File: src/rtl/umul_array.sv
// umul_array: NCH-channel stochastic multiplier.
// Each channel gates an in-block Sobol dim-1 sequence with its input bitstream and
// compares it against a buffered binary operand. Unipolar (AND) or bipolar (XNOR) mode.
// One-cycle registered output with valid and an end-of-stream pulse every 2**WIDTH samples.
module umul_array #(
  parameter int WIDTH   = 8,
  parameter int NCH     = 4,
  parameter int BIPOLAR = 0
) (
  input  logic                 clk,
  input  logic                 rst,
  input  logic                 in_valid,
  input  logic [NCH-1:0]       in_a,
  input  logic [NCH*WIDTH-1:0] in_b,
  input  logic                 load_b,
  output logic [NCH-1:0]       out_c,
  output logic                 out_valid,
  output logic                 out_done
);

  // Sobol dim-1 value: bit-reversed Gray code of the counter.
  function automatic logic [WIDTH-1:0] sobol(input logic [WIDTH-1:0] cnt);
    logic [WIDTH-1:0] gray;
    logic [WIDTH-1:0] res;
    gray = cnt ^ (cnt >> 1);
    for (int k = 0; k < WIDTH; k++) begin
      res[k] = gray[WIDTH-1-k];
    end
    return res;
  endfunction

  logic [WIDTH-1:0] b_buf [NCH];
  logic [WIDTH-1:0] ca    [NCH];
  logic [WIDTH-1:0] cn    [NCH];
  logic [WIDTH-1:0] sc;

  logic             acc_p0;
  logic [NCH-1:0]   c_p0;

  logic [NCH-1:0]   c_p1;
  logic             vld_p1;
  logic             done_p1;

  // ---- stage p0: combinational product bit per channel (counters before increment)
  // Compare each operand against the Sobol value selected by the stream bit.
  always_comb begin
    acc_p0 = in_valid & ~load_b;
    c_p0   = '0;
    for (int i = 0; i < NCH; i++) begin
      if (BIPOLAR != 0) begin
        c_p0[i] = in_a[i] ? (b_buf[i] > sobol(ca[i]))
                          : ~(b_buf[i] > sobol(cn[i]));
      end else begin
        c_p0[i] = in_a[i] & (b_buf[i] > sobol(ca[i]));
      end
    end
  end

  // ---- stage p1: registered outputs, operand buffer and stream/RNG counters
  // Reset beats load, load beats an incoming sample (which is dropped).
  always_ff @(posedge clk) begin
    if (rst) begin
      sc      <= '0;
      c_p1    <= '0;
      vld_p1  <= 1'b0;
      done_p1 <= 1'b0;
      for (int i = 0; i < NCH; i++) begin
        b_buf[i] <= '0;
        ca[i]    <= '0;
        cn[i]    <= '0;
      end
    end else if (load_b) begin
      sc      <= '0;
      c_p1    <= '0;
      vld_p1  <= 1'b0;
      done_p1 <= 1'b0;
      for (int i = 0; i < NCH; i++) begin
        b_buf[i] <= in_b[i*WIDTH +: WIDTH];
        ca[i]    <= '0;
        cn[i]    <= '0;
      end
    end else begin
      vld_p1  <= acc_p0;
      c_p1    <= acc_p0 ? c_p0 : '0;
      done_p1 <= acc_p0 && (sc == '1);
      if (acc_p0) begin
        // Stream counter wraps freely; RNGs never stall.
        sc <= sc + 1'b1;
        for (int i = 0; i < NCH; i++) begin
          if (in_a[i]) begin
            ca[i] <= ca[i] + 1'b1;
          end else begin
            cn[i] <= cn[i] + 1'b1;
          end
        end
      end
    end
  end

  assign out_c     = c_p1;
  assign out_valid = vld_p1;
  assign out_done  = done_p1;

endmodule

File: config.mk
export PLATFORM = sky130hd
export DESIGN_NAME = umul_array
export DESIGN_NICKNAME = d
export VERILOG_FILES = /design/src/rtl/umul_array.sv
export SDC_FILE = /design/constraint.sdc
export NUM_CORES = 1
export LEC_CHECK = 0
export BUFFER_PORTS_ARGS = -buffer_cell sky130_fd_sc_hd__buf_2
export CORE_MARGIN = 3
export CORE_UTILIZATION = 46
export CTS_BUF_LIST = sky130_fd_sc_hd__clkbuf_4
export DETAILED_ROUTE_END_ITERATION = 12
export PLACE_DENSITY = 0.65
export SYNTH_ARGS = -nofsm -noshare
export SYNTH_HDL_FRONTEND = slang
export SYNTH_SLANG_ARGS = --single-unit
File: constraint.sdc
create_clock -name clk -period 2.55 [get_ports clk]
set_input_delay 0.1275 -clock clk [delete_from_list [all_inputs] [get_ports clk]]
set_output_delay 0.1275 -clock clk [all_outputs]
set_load 0.005 [all_outputs]
==> results of run 1 <==
==> layer usage <==
metal  track usage (%)  vias up  share of wire (%)  routed length [um]
met5                 0        -                  0                   0
met4              7.46        0                2.1                 165
met3              2.82       11                2.2                 169
met2              27.1       41                 50                3870
met1              21.4     1371                 46                3580
li1                  -     1504                  -                   -
==> power by group through the flow <==
stage                     clock [uW]  combinational (uW)  sequential, uW
after floorplan                    0                 223            1480
after global placement             0                 302            1500
after detailed placement           0                 317            1500
after CTS                        675                 359            1470
after global routing             723                 413            1480
final                            646                 356            1470
==> Yosys cell counts, drive strengths merged <==
| library cell | number |
|---|---|
| inv | 33 |
| xor2 | 19 |
| xnor2 | 14 |
| nor2 | 46 |
| ha | 57 |
| nor2b | 4 |
| nand3b | 2 |
| o22ai | 1 |
| nand2 | 25 |
| nand4 | 12 |
| o21ai | 5 |
| nand3 | 11 |
| o21bai | 1 |
| a21oi | 18 |
| a211oi | 3 |
| a2111oi | 1 |
| clkbuf | 3 |
| dfxtp | 22 |
| nand4b | 1 |
| buf | 2 |
| edfxtp | 56 |
| and3 | 1 |
| o211ai | 3 |
| or3 | 2 |
| nor3b | 1 |
| mux2i | 1 |
| nor3 | 4 |
| and2 | 32 |
| o21a | 2 |
| a21o | 1 |
==> cell families (layout without fill, tap and decap cells) <==
group	Yosys count	after routing	synth area share, %
AO/OA/AOI/OAI	35	35	5.03
XOR/XNOR	33	33	6.88
adder cells (fa/ha/maj)	57	57	17.0
buffers and inverters	38	131	3.51
flip-flops	78	78	50.5
multiplexers	1	1	0.238
AND/OR/NAND/NOR	141	141	16.9
==> state kept, by name, summed over array words and instances (netlist names) <==
signal	flops
ca	32
out_done	1
out_c	4
out_valid	1
sc	8
b_buf	32
==> layout make-up <==
| type | count | area [um^2] | area share, % |
|---|---|---|---|
| Inverter | 33 | 124 | 2.47 |
| Sequential cell | 78 | 2120 | 42.3 |
| Timing Repair Buffer | 82 | 591 | 11.8 |
| Multi-Input combinational cell | 267 | 1930 | 38.5 |
| Clock buffer | 10 | 75.1 | 1.50 |
| Clock inverter | 6 | 37.5 | 0.748 |
| Tap cell | 108 | 135 | 2.69 |
==> worst max-delay path: cells and delay by family, from the launching register on <==
| kind | cells | cell delay (ps) |
|---|---|---|
| AO/OA/AOI/OAI | 2 | 530 |
| AND/OR/NAND/NOR | 1 | 120 |
| flip-flops | 1 | 380 |
| buffers and inverters | 1 | 40 |
| adder cells (fa/ha/maj) | 2 | 610 |
==> metrics by stage <==
| stage | total power (uW) | cells | area (um^2) | utilization (%) |
|---|---|---|---|---|
| 6_report | 2470 | 584 | 5020 | 57.0 |
| 5_1_grt | 2610 | 584 | 5020 | 57.0 |
| 4_1_cts | 2510 | 584 | 5020 | 57.0 |
| 3_5_place_dp | 1820 | 533 | 4560 | 51.7 |
| 3_3_place_gp | 1800 | 533 | 4560 | 51.7 |
| 2_1_floorplan | 1710 | 383 | 4200 | - |
==> path summary, 6_finish.rpt <==
path                                       startpoint                     to  slack [ps]  depth (start not counted)
worst max-delay path            ca[2][0]$_SDFFE_PP0P_    out_c[2]$_SDFF_PP0_         780                          6
worst min-delay path                         in_valid  ca[2][1]$_SDFFE_PP0P_          70                          3
worst max register to register  ca[2][0]$_SDFFE_PP0P_    out_c[2]$_SDFF_PP0_         780                          6
worst min register to register  ca[2][1]$_SDFFE_PP0P_  ca[2][1]$_SDFFE_PP0P_         500                          2
==> what timing repair did <==
action,in CTS,in global routing
hold buffers,35,0
endpoints found under the setup margin,0,0
hold endpoints to repair,34,0
buffers inserted,0,0
==> parameters.txt, run 1 <==
Parameter                              Value

Route
  Via density per instance    5.01
  ANT nets after route    0
  Count of routing violations after the opening detailed-route iteration    76
  Detailed-route DRC error count    0
  Router iterations before antenna repair    4
  Number of vias in the routed layout    around 3,000
  Drt total wl    7.79 mm
  Avg WL per Cell    13.3 um

Setup path
  CP Max Fanout    5
  Capturing element type of the critical path    flop
  Chain of cells forming the critical path    ha_1 -> inv_1 -> ha_1 -> nand4_1 -> a21o_1 -> a2111oi_2
  Element type at the critical path start    flop
  Slowest cell on crit path    sky130_fd_sc_hd__dfxtp_1
  Crit Path Category    flop to flop
  Data arrival, critical path    between 2000 and 2500 ps
  Cell seen most often among critical-path stages    sky130_fd_sc_hd__ha_1
  Required @ worst endpoint    2870 ps
  Crit path largest cell delay    380 ps

Timing
  Final setup TNS    0 ps
  Final setup violating endpoints    0
  Hold violation total from the final report    0
  Final Worst Setup Slack    784 ps
  Clock Skews    19.3 ps
  Final Max Slew Viols    0
  Min Tclk post-route    1770 ps
  Min Hold Slack    approximately 67 ps
  Period utilization    approximately 69%
  Actual transition at the worst max-transition pin    624 ps
  Headroom to the max-slew limit    58.4%
  Unrepaired setup endpoints after global routing    false
  Maximum clock frequency    approximately 570 MHz

Clock network
  Clock insertion delay at the later pin of the skew report    420 ps
  Buffer depth of the longest clock path    2
  Clock tree from TritonCTS    yes
  Max H-tree Level    3
  Root buffer cell    sky130_fd_sc_hd__clkbuf_4
  Clock sink count    between 70 and 80
  Post_cts resized    0
  Clock edge transition at the registers on the reported setup and hold paths    120 ps
  Number of buffers added by the clock tree synthesis step    9

Logic synthesis
  Synthesized netlist cell count    around 380
  Yosys warnings    0
  Sequential area share after synthesis    50.5%
  Synth cell types    33
  Synthesized area per cell    11.0 um^2
  Syn nets    480
  Total of flip-flops plus latches after synthesis    78
  Largest area contributor in the synthesized netlist    sky130_fd_sc_hd__edfxtp_1
  Cell area after technology mapping    4200 um^2
  Top area cells in the synthesized netlist    sky130_fd_sc_hd__edfxtp_1 40%, sky130_fd_sc_hd__ha_1 17%, sky130_fd_sc_hd__dfxtp_1 10%
  Fraction of post-synthesis cell area in the top cell type by area    roughly 40%

Run status
  Status    complete, no violations

Power
  Static power due to leakage    0.00214 uW
  Ratio of total power to cell area    493 nW/um^2
  Sequential cell fraction of total power    59.5%
  Proportion of power drawn by combinational gates    14.4%
  Net Sw Frac    a little over a quarter
  Clock network fraction of total power    about a quarter
  IR drop worst, VDD    244 uV
  Switching power total    657 uW
  Design internal power    1810 uW

Floorplanning
  Die extent in y    102 um
  Initial Util    47.7%
  Number of ports placed on the die boundary    46
  Die Width    102 um
  Number of core rows    34
  Area of the core    8810 um^2
  Floorplan die area    10,300 um^2

GRT
  Via count of the first global-routing pass    2,918
  Pin count of the biggest net entering global routing    33
  Total grt overflow    0
  Overall routing resource usage    16.5%
  Global-route wire length before repair    13.2 mm
  Antenna violations before repair    0

Finish
  Synth-to-layout area growth    19.4%
  Number of antenna diodes    0
  Commonest non-fill, non-tap cell in the layout    sky130_fd_sc_hd__ha_1
  Fill cell total of the finished layout    roughly 760
  Top library cells by usage in the layout, fill and taps aside    57 x sky130_fd_sc_hd__ha_1, 56 x sky130_fd_sc_hd__edfxtp_1, 46 x sky130_fd_sc_hd__nor2_1, 45 x sky130_fd_sc_hd__buf_2, 35 x sky130_fd_sc_hd__dlygate4sd3_1
  Net total in the final layout    568
  Share of post-route cells with drive strength above 1    14.3%

Worst hold path
  Class of the tightest hold or removal check    primary input to flop

Job
  Max cap viols    0

Place
  Quantity of I/O buffers inserted on ports    between 40 and 50
  Placer Congestion    0.834
  HPWL after DPL    5.66 mm
  Worst setup slack before clock tree synthesis    802 ps
Note: power is estimated with default switching activity, not from simulation.
==> inputs of run 2 (changes only) <==
--- a/config.mk
+++ b/config.mk
@@ -5,12 +5,13 @@
 export SDC_FILE = /design/constraint.sdc
 export NUM_CORES = 1
 export LEC_CHECK = 0
+export ABC_AREA = 1
 export BUFFER_PORTS_ARGS = -buffer_cell sky130_fd_sc_hd__buf_2
 export CORE_MARGIN = 3
 export CORE_UTILIZATION = 46
 export CTS_BUF_LIST = sky130_fd_sc_hd__clkbuf_4
 export DETAILED_ROUTE_END_ITERATION = 12
-export PLACE_DENSITY = 0.65
+export PLACE_DENSITY = 0.67
 export SYNTH_ARGS = -nofsm -noshare
 export SYNTH_HDL_FRONTEND = slang
 export SYNTH_SLANG_ARGS = --single-unit
==> constraint.sdc (replaced) <==
create_clock -name clk -period 1.51 [get_ports clk]
set_input_delay 0.0755 -clock clk [delete_from_list [all_inputs] [get_ports clk]]
set_output_delay 0.0755 -clock clk [all_outputs]
set_load 0.005 [all_outputs]
==> parameters.txt, run 2 <==
Parameter                              Value

Run status
  Status    finished, violations left
  Violations in the final reports    negative setup slack

Timing
  Unrepaired setup endpoints after global routing    true
  Period utilization    110% (+40 points)
  Final setup TNS    -218 ps (-218 ps)
  Final setup violating endpoints    4 (+4)
  Maximum clock frequency    604 MHz (+6.7%)
  Min Tclk post-route    1660 ps (-110 ps)
  Final Worst Setup Slack    -145 ps (-930 ps)
  Clock Skews    15.6 ps (-3.66 ps)
  Actual transition at the worst max-transition pin    387 ps (-237 ps)
  Hold violation total from the final report    0 (unchanged)
  Headroom to the max-slew limit    74.2% (+16 points)
  Final Max Slew Viols    0 (unchanged)

Setup path
  Chain of cells forming the critical path    ha_1 -> inv_1 -> ha_1 -> nand2_1 -> nor2_2 -> nand3_1 -> o21ai_1 -> a21oi_1
  Source of the worst register-to-register timing path    ca[0][4]$_SDFFCE_PN0P_
  Data arrival, critical path    1980 ps (-110 ps)
  Required @ worst endpoint    1830 ps (-1040 ps)
  Capturing element type of the critical path    flop
  CP Max Fanout    3 (-2)
  Reg2Reg Setup Slack    -150 ps (-930 ps)
  Crit Path Category    flop to flop
  Crit path largest cell delay    470 ps (+90 ps)
  R2R cell count    8 (+2)
  Cell seen most often among critical-path stages    sky130_fd_sc_hd__ha_1
  Slowest cell on crit path    sky130_fd_sc_hd__edfxtp_1
  Element type at the critical path start    flop
  Endpoint of the worst-slack reg-to-reg timing path    out_c[0]$_SDFF_PP0_

Clock network
  Clock sink count    78 (unchanged)
  Root buffer cell    sky130_fd_sc_hd__clkbuf_4
  Max H-tree Level    3 (unchanged)
  Buffer depth of the longest clock path    2 (unchanged)
  Clock insertion delay at the later pin of the skew report    420 ps (about the same)
  Clock tree from TritonCTS    yes
  Number of buffers added by the clock tree synthesis step    9 (unchanged)
  Clock edge transition at the registers on the reported setup and hold paths    130 ps (about the same)

Worst hold path
  Hold wc startpoint    in_a[3]
  Class of the tightest hold or removal check    primary input to flop
  Worst hold endpoint    ca[3][2]$_SDFFCE_PN0P_
  Cell count of the worst hold path    3 (unchanged)

Finish
  Final core occ    63.9% (+6.9 points)
  Number of antenna diodes    0 (unchanged)
  Finished Layout Cells    717 (+23%)
  Share of post-route cells with drive strength above 1    26.2% (+12 points)
  Synth-to-layout area growth    31.1%
  Fill cell total of the finished layout    750 (-1.1%)
  Net total in the final layout    683 (+20%)
  Commonest non-fill, non-tap cell in the layout    sky130_fd_sc_hd__inv_1
  Finished Cell Area    5740 um^2 (+14%)
  Top library cells by usage in the layout, fill and taps aside    78 x sky130_fd_sc_hd__inv_1, 74 x sky130_fd_sc_hd__nor2_1, 56 x sky130_fd_sc_hd__edfxtp_1, 48 x sky130_fd_sc_hd__nand2_1, 45 x sky130_fd_sc_hd__buf_2
  Biggest registers after layout    b_buf: 32 flops, ca: 32 flops, sc: 8 flops

Power
  Ratio of total power to cell area    805 nW/um^2 (+63%)
  Static power due to leakage    0.00257 uW (+20%)
  IR drop worst, VDD    383 uV (+57%)
  Design internal power    3380 uW (+86%)
  Net Sw Frac    26.9% (+0.32 points)
  Switching power total    1240 uW (+89%)
  Proportion of power drawn by combinational gates    19.2% (+4.8 points)
  Sequential cell fraction of total power    53.8% (-5.7 points)
  Clock network fraction of total power    27.0% (+0.8 points)

Logic synthesis
  Largest area contributor in the synthesized netlist    sky130_fd_sc_hd__edfxtp_1
  Sequential area share after synthesis    48.5% (-2.0 points)
  Total of flip-flops plus latches after synthesis    78 (unchanged)
  Yosys warnings    0 (unchanged)
  Synthesized netlist cell count    475 (+24%)
  Synth async-reset ratio    0% (unchanged)
  Most instantiated library cell after synthesis    sky130_fd_sc_hd__inv_1
  Synthesized area per cell    9.21 um^2 (-16%)
  Predominant post-synthesis flop cell    sky130_fd_sc_hd__edfxtp_1
  Top area cells in the synthesized netlist    sky130_fd_sc_hd__edfxtp_1 38%, sky130_fd_sc_hd__ha_1 16%, sky130_fd_sc_hd__dfxtp_1 10%
  Top post-synthesis cells by count    88 x sky130_fd_sc_hd__inv_1, 79 x sky130_fd_sc_hd__nor2_1, 57 x sky130_fd_sc_hd__ha_1, 57 x sky130_fd_sc_hd__nand2_1, 56 x sky130_fd_sc_hd__edfxtp_1
  Fraction of post-synthesis cell area in the top cell type by area    38.4% (-1.6 points)
  Synth cell types    27 (-18%)
  Cell area after technology mapping    4380 um^2 (+4.1%)
  Number of synthesized flops with an enable pin    56 (unchanged)
  Syn nets    572 (+19%)

Route
  Number of vias in the routed layout    3,449 (+18%)
  Detailed-route DRC error count    0 (unchanged)
  Count of routing violations after the opening detailed-route iteration    204 (+170%)
  Drt total wl    8.93 mm (+15%)
  Router iterations before antenna repair    4 (unchanged)
  Via density per instance    4.81 (-4.0%)
  Avg WL per Cell    12.5 um (-6.6%)
  ANT nets after route    0 (unchanged)

Floorplanning
  Number of core rows    34 (unchanged)
  Die Width    104 um (+1.9%)
  Floorplan die area    10,700 um^2 (+3.9%)
  Area of the core    8980 um^2 (+1.9%)
  Die extent in y    104 um (+1.9%)
  Initial Util    48.8% (+1.0 points)
  Number of ports placed on the die boundary    46 (unchanged)

Place
  Placer Congestion    0.801 (-4.0%)
  Quantity of I/O buffers inserted on ports    45 (unchanged)
  Number of placed instances with taps included    660 (+24%)
  Worst setup slack before clock tree synthesis    -130 ps (-932 ps)
  HPWL after DPL    5.84 mm (+3.1%)
  Placed instance area    4880 um^2 (+7.0%)

GRT
  Antenna violations before repair    0 (unchanged)
  Overall routing resource usage    17.0% (+0.46 points)
  Pin count of the biggest net entering global routing    25 (-24%)
  Global-route wire length before repair    15.1 mm (+14%)
  Total grt overflow    0 (unchanged)
  Via count of the first global-routing pass    3,582 (+23%)

Job
  Max cap viols    0 (unchanged)
==> run 2: cell families (layout without fill, tap and decap cells) <==
| kind of cell | after synthesis | in the layout | share of synthesized area, % |
|---|---|---|---|
| compound gates | 56 | 56 | 6.78 |
| xor+xnor | 18 | 18 | 3.60 |
| fa+ha+maj | 57 | 57 | 16.3 |
| buf+inv | 97 | 213 | 8.52 |
| flops | 78 | 78 | 48.5 |
| simple gates | 169 | 169 | 16.3 |
==> run 2: per-layer routing <==
metal  part of all wire [%]  GRT usage, %  routed length (um)
met1                     43          20.1                3880
met2                     52          30.0                4620
met3                    3.0          2.92                 272
met4                    1.8          7.60                 165
met5                      0             0                   0
==> run 2: cell type report <==
type	count	area, um^2	share of cell area [%]
multi-input cells	300	2200	38.3
flip-flops and latches	78	2140	37.3
repair buffers	105	763	13.3
inverters	92	347	6.04
well taps	126	158	2.75
clock buffers	11	82.6	1.44
clock inverters	5	50.0	0.872
==> run 2: power by group through the flow <==
| stage | combinational [uW] | clock, uW | sequential, uW |
|---|---|---|---|
| global route | 1000 | 1360 | 2500 |
| floorplan | 410 | 0 | 2510 |
| finish | 885 | 1250 | 2490 |
| detailed placement | 612 | 0 | 2520 |
| CTS | 762 | 1270 | 2480 |
| global placement | 593 | 0 | 2520 |
==> run 2: worst max path at each step <==
stage / to / from / slack, ps
after floorplan: out_c[0]$_SDFF_PP0_ / ca[0][0]$_SDFFCE_PN0P_ / -10
after global placement: out_c[2]$_SDFF_PP0_ / ca[2][1]$_SDFFE_PP0P_ / -50
after detailed placement: out_c[0]$_SDFF_PP0_ / ca[0][3]$_SDFFCE_PN0P_ / -130
after CTS: out_c[0]$_SDFF_PP0_ / ca[0][2]$_SDFFCE_PN0P_ / -90
after global routing: out_c[0]$_SDFF_PP0_ / ca[0][4]$_SDFFCE_PN0P_ / -270
final: out_c[0]$_SDFF_PP0_ / ca[0][4]$_SDFFCE_PN0P_ / -150
==> run 2: what timing repair did <==
action / 4_1_cts / 5_1_grt
pin swaps: 21 / 26
endpoints found under the setup margin: 4 / 4
hold buffers: 35 / 0
setup buffers: 6 / 0
endpoints found under the hold margin: 36 / 0
resized for setup: 42 / 26
==> run 2: worst max-delay path: cells and delay by family (launching register included) <==
kind                     cells  cell delay [ps]
adder cells (fa/ha/maj)      2              580
buffers and inverters        1               40
flip-flops                   1              470
AO/OA/AOI/OAI                2              190
AND/OR/NAND/NOR              3              270
==> run 2: metrics by stage <==
step	hold slack [ps]	power [uW]
floorplan	227	2920
global placement	373	3110
detailed placement	374	3130
CTS	42.5	4510
global route	66.7	4860
finish	59.0	4620
